--- src/rtl/fixed_point_add_sub_pipe.sv ---
// Segmented carry-pipelined N-bit adder/subtractor: one SEG-bit slice resolved per stage,
// valid/ready stream interface, signed/unsigned overflow and optional saturation.
module fixed_point_add_sub_pipe #(
  parameter int N        = 32,
  parameter int SEG      = 8,
  parameter bit SATURATE = 1'b0
) (
  input  logic         clk,
  input  logic         rst_n,
  input  logic         in_valid,
  output logic         in_ready,
  input  logic [N-1:0] a,
  input  logic [N-1:0] b,
  input  logic         carry_in,
  input  logic         op_sub,
  input  logic         is_signed,
  output logic         out_valid,
  input  logic         out_ready,
  output logic [N-1:0] c,
  output logic         carry_out,
  output logic         overflow,
  output logic         saturated
);

  localparam int S = N / SEG;
  localparam logic [N-1:0] SMIN = N'(1) << (N - 1);

  generate
    if ((N % SEG) != 0 || S < 1) begin : g_bad_params
      $error("fixed_point_add_sub_pipe: N must be a non-zero multiple of SEG");
    end
  endgenerate

  // Per-stage registers; entry k holds the item after segment k has been resolved
  logic         r_valid [S];
  logic [N-1:0] r_a     [S];
  logic [N-1:0] r_bp    [S];
  logic [N-1:0] r_sum   [S];
  logic         r_cy    [S];
  logic         r_sgn   [S];
  logic         r_sub   [S];
  logic         r_ovf;
  logic         r_sat;

  // Stage inputs and combinational results
  logic         w_vin    [S];
  logic [N-1:0] w_ain    [S];
  logic [N-1:0] w_bpin   [S];
  logic [N-1:0] w_sumin  [S];
  logic         w_cyin   [S];
  logic         w_sgnin  [S];
  logic         w_subin  [S];
  logic [SEG:0] w_seg    [S];
  logic [N-1:0] w_sum_res[S];
  logic [N-1:0] w_sum_nx [S];

  logic         w_adv;
  logic [N-1:0] w_c_fin;
  logic         w_ovf;
  logic         w_sat;
  logic         w_sovf;
  logic         w_cout;
  logic         w_a_msb;
  logic         w_bp_msb;

  assign w_adv    = !r_valid[S-1] | out_ready;
  assign in_ready = w_adv;

  generate
    for (genvar gi = 0; gi < S; gi++) begin : g_stage
      localparam logic [N-1:0] MASK = N'({SEG{1'b1}}) << (gi * SEG);

      if (gi == 0) begin : g_first
        assign w_vin[gi]   = in_valid;
        assign w_ain[gi]   = a;
        assign w_bpin[gi]  = op_sub ? ~b : b;
        assign w_sumin[gi] = '0;
        assign w_cyin[gi]  = carry_in;
        assign w_sgnin[gi] = is_signed;
        assign w_subin[gi] = op_sub;
      end else begin : g_next
        assign w_vin[gi]   = r_valid[gi-1];
        assign w_ain[gi]   = r_a[gi-1];
        assign w_bpin[gi]  = r_bp[gi-1];
        assign w_sumin[gi] = r_sum[gi-1];
        assign w_cyin[gi]  = r_cy[gi-1];
        assign w_sgnin[gi] = r_sgn[gi-1];
        assign w_subin[gi] = r_sub[gi-1];
      end

      assign w_seg[gi] = {1'b0, w_ain[gi][gi*SEG +: SEG]}
                       + {1'b0, w_bpin[gi][gi*SEG +: SEG]}
                       + {{SEG{1'b0}}, w_cyin[gi]};

      // Drop this stage's slice into the partially resolved sum
      assign w_sum_res[gi] = (w_sumin[gi] & ~MASK)
                           | (N'(w_seg[gi][SEG-1:0]) << (gi * SEG));

      if (gi == S - 1) begin : g_last
        assign w_sum_nx[gi] = w_c_fin;
      end else begin : g_mid
        assign w_sum_nx[gi] = w_sum_res[gi];
      end
    end
  endgenerate

  // Flags and clamping are resolved in the last stage, ahead of its register
  assign w_cout   = w_seg[S-1][SEG];
  assign w_a_msb  = w_ain[S-1][N-1];
  assign w_bp_msb = w_bpin[S-1][N-1];
  assign w_sovf   = (w_a_msb == w_bp_msb) & (w_sum_res[S-1][N-1] != w_a_msb);
  assign w_ovf    = w_sgnin[S-1] ? w_sovf : (w_subin[S-1] ? !w_cout : w_cout);
  assign w_sat    = SATURATE & w_ovf;

  always_comb begin
    w_c_fin = w_sum_res[S-1];
    if (w_sat) begin
      if (w_sgnin[S-1]) begin
        w_c_fin = w_a_msb ? SMIN : ~SMIN;
      end else if (w_subin[S-1]) begin
        w_c_fin = '0;
      end else begin
        w_c_fin = '1;
      end
    end
  end

  always_ff @(posedge clk or negedge rst_n) begin
    if (!rst_n) begin
      for (int k = 0; k < S; k++) begin
        r_valid[k] <= 1'b0;
        r_a[k]     <= '0;
        r_bp[k]    <= '0;
        r_sum[k]   <= '0;
        r_cy[k]    <= 1'b0;
        r_sgn[k]   <= 1'b0;
        r_sub[k]   <= 1'b0;
      end
      r_ovf <= 1'b0;
      r_sat <= 1'b0;
    end else if (w_adv) begin
      for (int k = 0; k < S; k++) begin
        r_valid[k] <= w_vin[k];
        r_a[k]     <= w_ain[k];
        r_bp[k]    <= w_bpin[k];
        r_sum[k]   <= w_sum_nx[k];
        r_cy[k]    <= w_seg[k][SEG];
        r_sgn[k]   <= w_sgnin[k];
        r_sub[k]   <= w_subin[k];
      end
      r_ovf <= w_ovf;
      r_sat <= w_sat;
    end
  end

  assign out_valid = r_valid[S-1];
  assign c         = r_sum[S-1];
  assign carry_out = r_cy[S-1];
  assign overflow  = r_ovf;
  assign saturated = r_sat;

endmodule

--- config.mk ---
export PLATFORM = sky130hd
export DESIGN_NAME = fixed_point_add_sub_pipe
export DESIGN_NICKNAME = d
export VERILOG_FILES = /design/src/rtl/fixed_point_add_sub_pipe.sv
export SDC_FILE = /design/constraint.sdc
export NUM_CORES = 1
export LEC_CHECK = 0
export BUFFER_PORTS_ARGS = -buffer_cell sky130_fd_sc_hd__buf_2
export CORE_UTILIZATION = 50
export DETAILED_ROUTE_END_ITERATION = 16
export GPL_TIMING_DRIVEN = 0
export PLACE_DENSITY = 0.7
export SYNTH_ARGS = -nofsm -noshare
export SYNTH_HDL_FRONTEND = slang
export SYNTH_SLANG_ARGS = --single-unit
--- constraint.sdc ---
create_clock -name clk -period 4 [get_ports clk]
set_input_delay 1 -clock clk [delete_from_list [all_inputs] [get_ports clk]]
set_output_delay 1 -clock clk [all_outputs]
set_load 0.05 [all_outputs]
# Yosys cells after proc, flatten, opt, wreduce, memory -nomap -nowiden
# Cells that the tools add are included.
[totals]
ff_bits = 287
input_bits = 71
output_inout_bits = 37
elab_cells = 46
[classes]
n_addsub = 8
eq_ne = 2
mux = 3
n_bitwise = 6
n_reduce_logical = 2
[ops]
columns = ["op", "count"]
rows = [
  ["$add 8x8->9", 4],
  ["$add 9x1->9", 4],
  ["$mux 32", 1],
  ["$not 32->32", 1],
  ["$or 24x32->32", 1],
  ["$or 16x24->24", 1],
  ["$or 8x16->16", 1],
  ["$logic_not 1->1", 2],
  ["$mux 1", 2],
  ["$and 1x1->1", 1],
  ["$eq 1x1->1", 1],
  ["$ne 1x1->1", 1],
  ["$or 1x1->1", 1],
]

# Logic depth before layout (Yosys ltp)
[logic_depth]
depth_word = 6
mapped_depth = 11
ltp_nobuf = 9

# Least setup slack after synthesis
# Ideal clock, no wire load.
[synth_timing]
path_kind = "input to register"
from = "in op_sub"
to = "reg r_cy[3] in the netlist's numbering"
setup_ns = 0.082
t_arrival_ns = 3.205
required_ns = 3.918
path_slack_ns = 0.713
cell_stages = 11
n_path_buf = 2
path_cell_list = "clkbuf_1 > buf_2 > xnor2_1 > fa_1 > fa_1 > nand2b_1 > a21boi_0 > o21ai_0 > a21oi_1 > o21ai_0 > a31oi_1"
[synth_between]
elab_chain_cells = 3
[synth_rtl]
columns = ["item", "line", "source"]
rows = [
  ["start, declared", "15", "input logic op_sub,"],
  ["$mux 32", "76", "assign w_bpin[gi] = op_sub ? ~b : b;"],
  ["$add 8x8->9", "92", "+ {1'b0, w_bpin[gi][gi*SEG +: SEG]}"],
  ["$add 9x1->9", "93", "+ {{SEG{1'b0}}, w_cyin[gi]};"],
  ["end signal, assigned by index", "147", "r_cy[k] <= w_seg[k][SEG];"],
  ["end, declared", "39", "logic r_cy [S];"],
]
# Every way passes these cells.
# A chain may end at the register's enable or synchronous reset.

# Worst setup path after layout
[layout_timing]
from = "in out_ready"
to = "out in_ready"
[layout_between]
elab_chain_cells = 1
[layout_rtl]
columns = ["item", "line", "source"]
rows = [
  ["start, declared", "18", "input logic out_ready,"],
  ["$or 1x1->1", "66", "assign w_adv = !r_valid[S-1] | out_ready;"],
  ["end, declared", "11", "output logic in_ready,"],
]
# Every way passes these cells.

==> run metrics <==
EDFF count, synth 0; Main synth FF type dfrtp_1; Worst Tran Pin Value 0.750 ns; Setup CP Type primary input to output port; final worst-path cycle share 0.893; DRT Pass-1 Iters 4; Syn Nets 1080; DR vias/cell 4.84; async set-reset flop share out of synthesis 1.00; DRT Wirelength 18300 um; commonest non-fill, non-tap cell in the layout nand2_1; HP Class flop to flop; Max-Cap Viols 0; Clock Sinks 191; Row Count 48; clk_skew 0.00689 ns; Area Growth Syn to Fin 16.4%; setup_tns 0 ns; Post-CTS Hold Buffers 0; delay-heaviest family, CP buffers and inverters; total CTS buffers 17; Max Fclk 0.280 GHz; minimum clock period 3.57 ns; critical path fanouts, max 10; placed instance area 9620 um2; Arr. time, crit path 2.57 ns; Nets 1205; met2 global-route usage 0.357; status finished clean; Final Hold Fails 0; Crit path largest cell delay 0.48 ns; Power Density 849 nW/um2; synthesized area per cell 9.02 um2; CTS tree done; path depth of the worst reg2reg path 9; #FFs+latches synth 191; maximum vdd ir drop 501 uV; Tot Pwr 0.00866 W; cell count after synthesis 973; post-synthesis sequential area ratio 0.545; Hold Path Sink r_bp[90]$_DFFE_PN0P_; die area 18100 um2; Port Buf Inserts 105; Routed Antenna Nets 0; initial antenna violation count 0; Die W 134 um; commonest non-fill, non-tap cells in the layout 426 x nand2_1, 191 x dfrtp_1, 111 x buf_2; Worst R2R End overflow$_DFFE_PN0P_; CP Cell Sequence buf_2 > nor2b_1 > buf_2 > inv_1 > clkbuf_1 > buf_2 > buf_2; routed via count 6467; first-pass GRT wire length 30100 um; Ys Warns 0; top-area cell type share of the netlist area 0.545; synth unique cells 36; synth top area cells dfrtp_1 54%, nand2_1 18%, ha_1 4.0%; Setup Buffers After CTS 0; met1 Use GR 0.301; GR Overflow Total 0; CP Launch Type primary input; cell depth of the worst setup path 7; met3 usage in global routing 0.0409; reg2reg setup slack 1.68 ns; Root Driver clkbuf_16; most used cell, CP buf_2; Slew headroom 0.500; GP Congestion 0.840; Mapped Area 8770 um2; total track usage 0.217; Worst-Skew Late Latency 0.43 ns; Post-DP HPWL 13600 um; Crit. End Element output port; DRT iter0 DRCs 352; Reg-to-Reg Start r_a[56]$_DFFE_PN0P_; # H-tree levels 4; Slowest cell on crit path clkbuf_1; CTS resizes 0; I/O pin count 108; global route hottest layer met2; Leak Pwr 5.27 nW; Residual DRC 0; Pins Over Slew Limit 0; CP required 3.00 ns; RSZ-0062 raised after global routing false; ANT cells 0; number of global-route vias before repair 6098; CP bufs+invs 6; register clock-pin slew on the reported worst setup and hold paths 0.07 ns; final setup vio count 0; clock tree buffer depth 2; layout cells sized above 1 0.167; post-synth top area cell dfrtp_1; Chip Height 134 um; WHS Path Cells 2; min-delay src r_bp[90]$_DFFE_PN0P_; fin area 10200 um2; wire per inst 13.7 um; Core Area 17200 um2; largest net degree at the start of global routing 102; Initial Utilization 0.509
==> kinds of logic after synthesis <==
kind of cell,Yosys count,share of synthesized area
compound gates,109,0.0725
buf+inv,100,0.0596
xor+xnor,50,0.0499
simple gates,486,0.215
flops,191,0.545
other cells,1,0.000427
fa+ha+maj,36,0.0582
==> per-stage QoR <==
stage	utilization	setup slack, ns	std cells	hold slack, ns
finish	0.592	0.427	1336	0.465
global placement	0.556	-1.12	1303	0.446
detailed placement	0.558	0.322	1304	0.451
CTS	0.592	0.377	1336	0.471
floorplan	-	0.713	973	0.430
global route	0.592	0.340	1336	0.489
==> power by group <==
group | total (W) | switching, W | internal, W
clock | 0.00168 | 0.000793 | 0.000892
combinational | 0.00365 | 0.00229 | 0.00136
sequential | 0.00333 | 0.000531 | 0.00280
==> layer usage <==
| layer | part of all wire | vias up |
|---|---|---|
| li1 | - | 3289 |
| met1 | 0.48 | 3042 |
| met2 | 0.48 | 125 |
| met3 | 0.031 | 11 |
| met4 | 0.010 | 0 |
| met5 | 0 | - |
==> cell usage after synthesis, drive strengths merged, types with 8 or more instances <==
library cell,number
nand2,426
dfrtp,191
buf,54
o21ai,48
nor2,33
xnor2,32
ha,28
a21oi,26
clkbuf,25
inv,21
xor2,18
a31oi,8
fa,8
==> sequential cells by signal, indices dropped and copies added (netlist names) <==
name and flops:
r_sum 48, r_cy 3, overflow 1, r_sub 3
r_sgn 3, c 32, r_valid 3, out_valid 1
carry_out 1, r_a 48, r_bp 48
==> cell type report <==
cell class                 instances  area (um2)
sequential                       191        4780
buffer                            79         444
inverter                          21        78.8
fill                            1550        7030
multi-input combinational        682        3470
tap                              225         282
clock inverter                    15         168
timing repair buffer             106         563
clock buffer                      17         425
==> worst max path at each step <==
stage                         start                     to  slack (ns)
after detailed placement     op_sub    r_cy[3]$_DFFE_PN0P_        0.32
final                     out_ready               in_ready        0.43
after global placement        rst_n  r_bp[122]$_DFFE_PN0P_       -1.12
after global routing      out_ready               in_ready        0.34
after CTS                 out_ready               in_ready        0.38
after floorplan              op_sub    r_cy[3]$_DFFE_PN0P_        0.71
==> worst reg2reg max path, cell delays in order, from the launching register on <==
cell	delay, ns
dfrtp_1	0.41
fa_1	0.45
inv_1	0.08
fa_1	0.20
nor2b_1	0.06
o21a_1	0.18
a31o_2	0.26
a31oi_1	0.27
nand3b_1	0.13
a31oi_1	0.19
(Power assumes the default switching activity.)
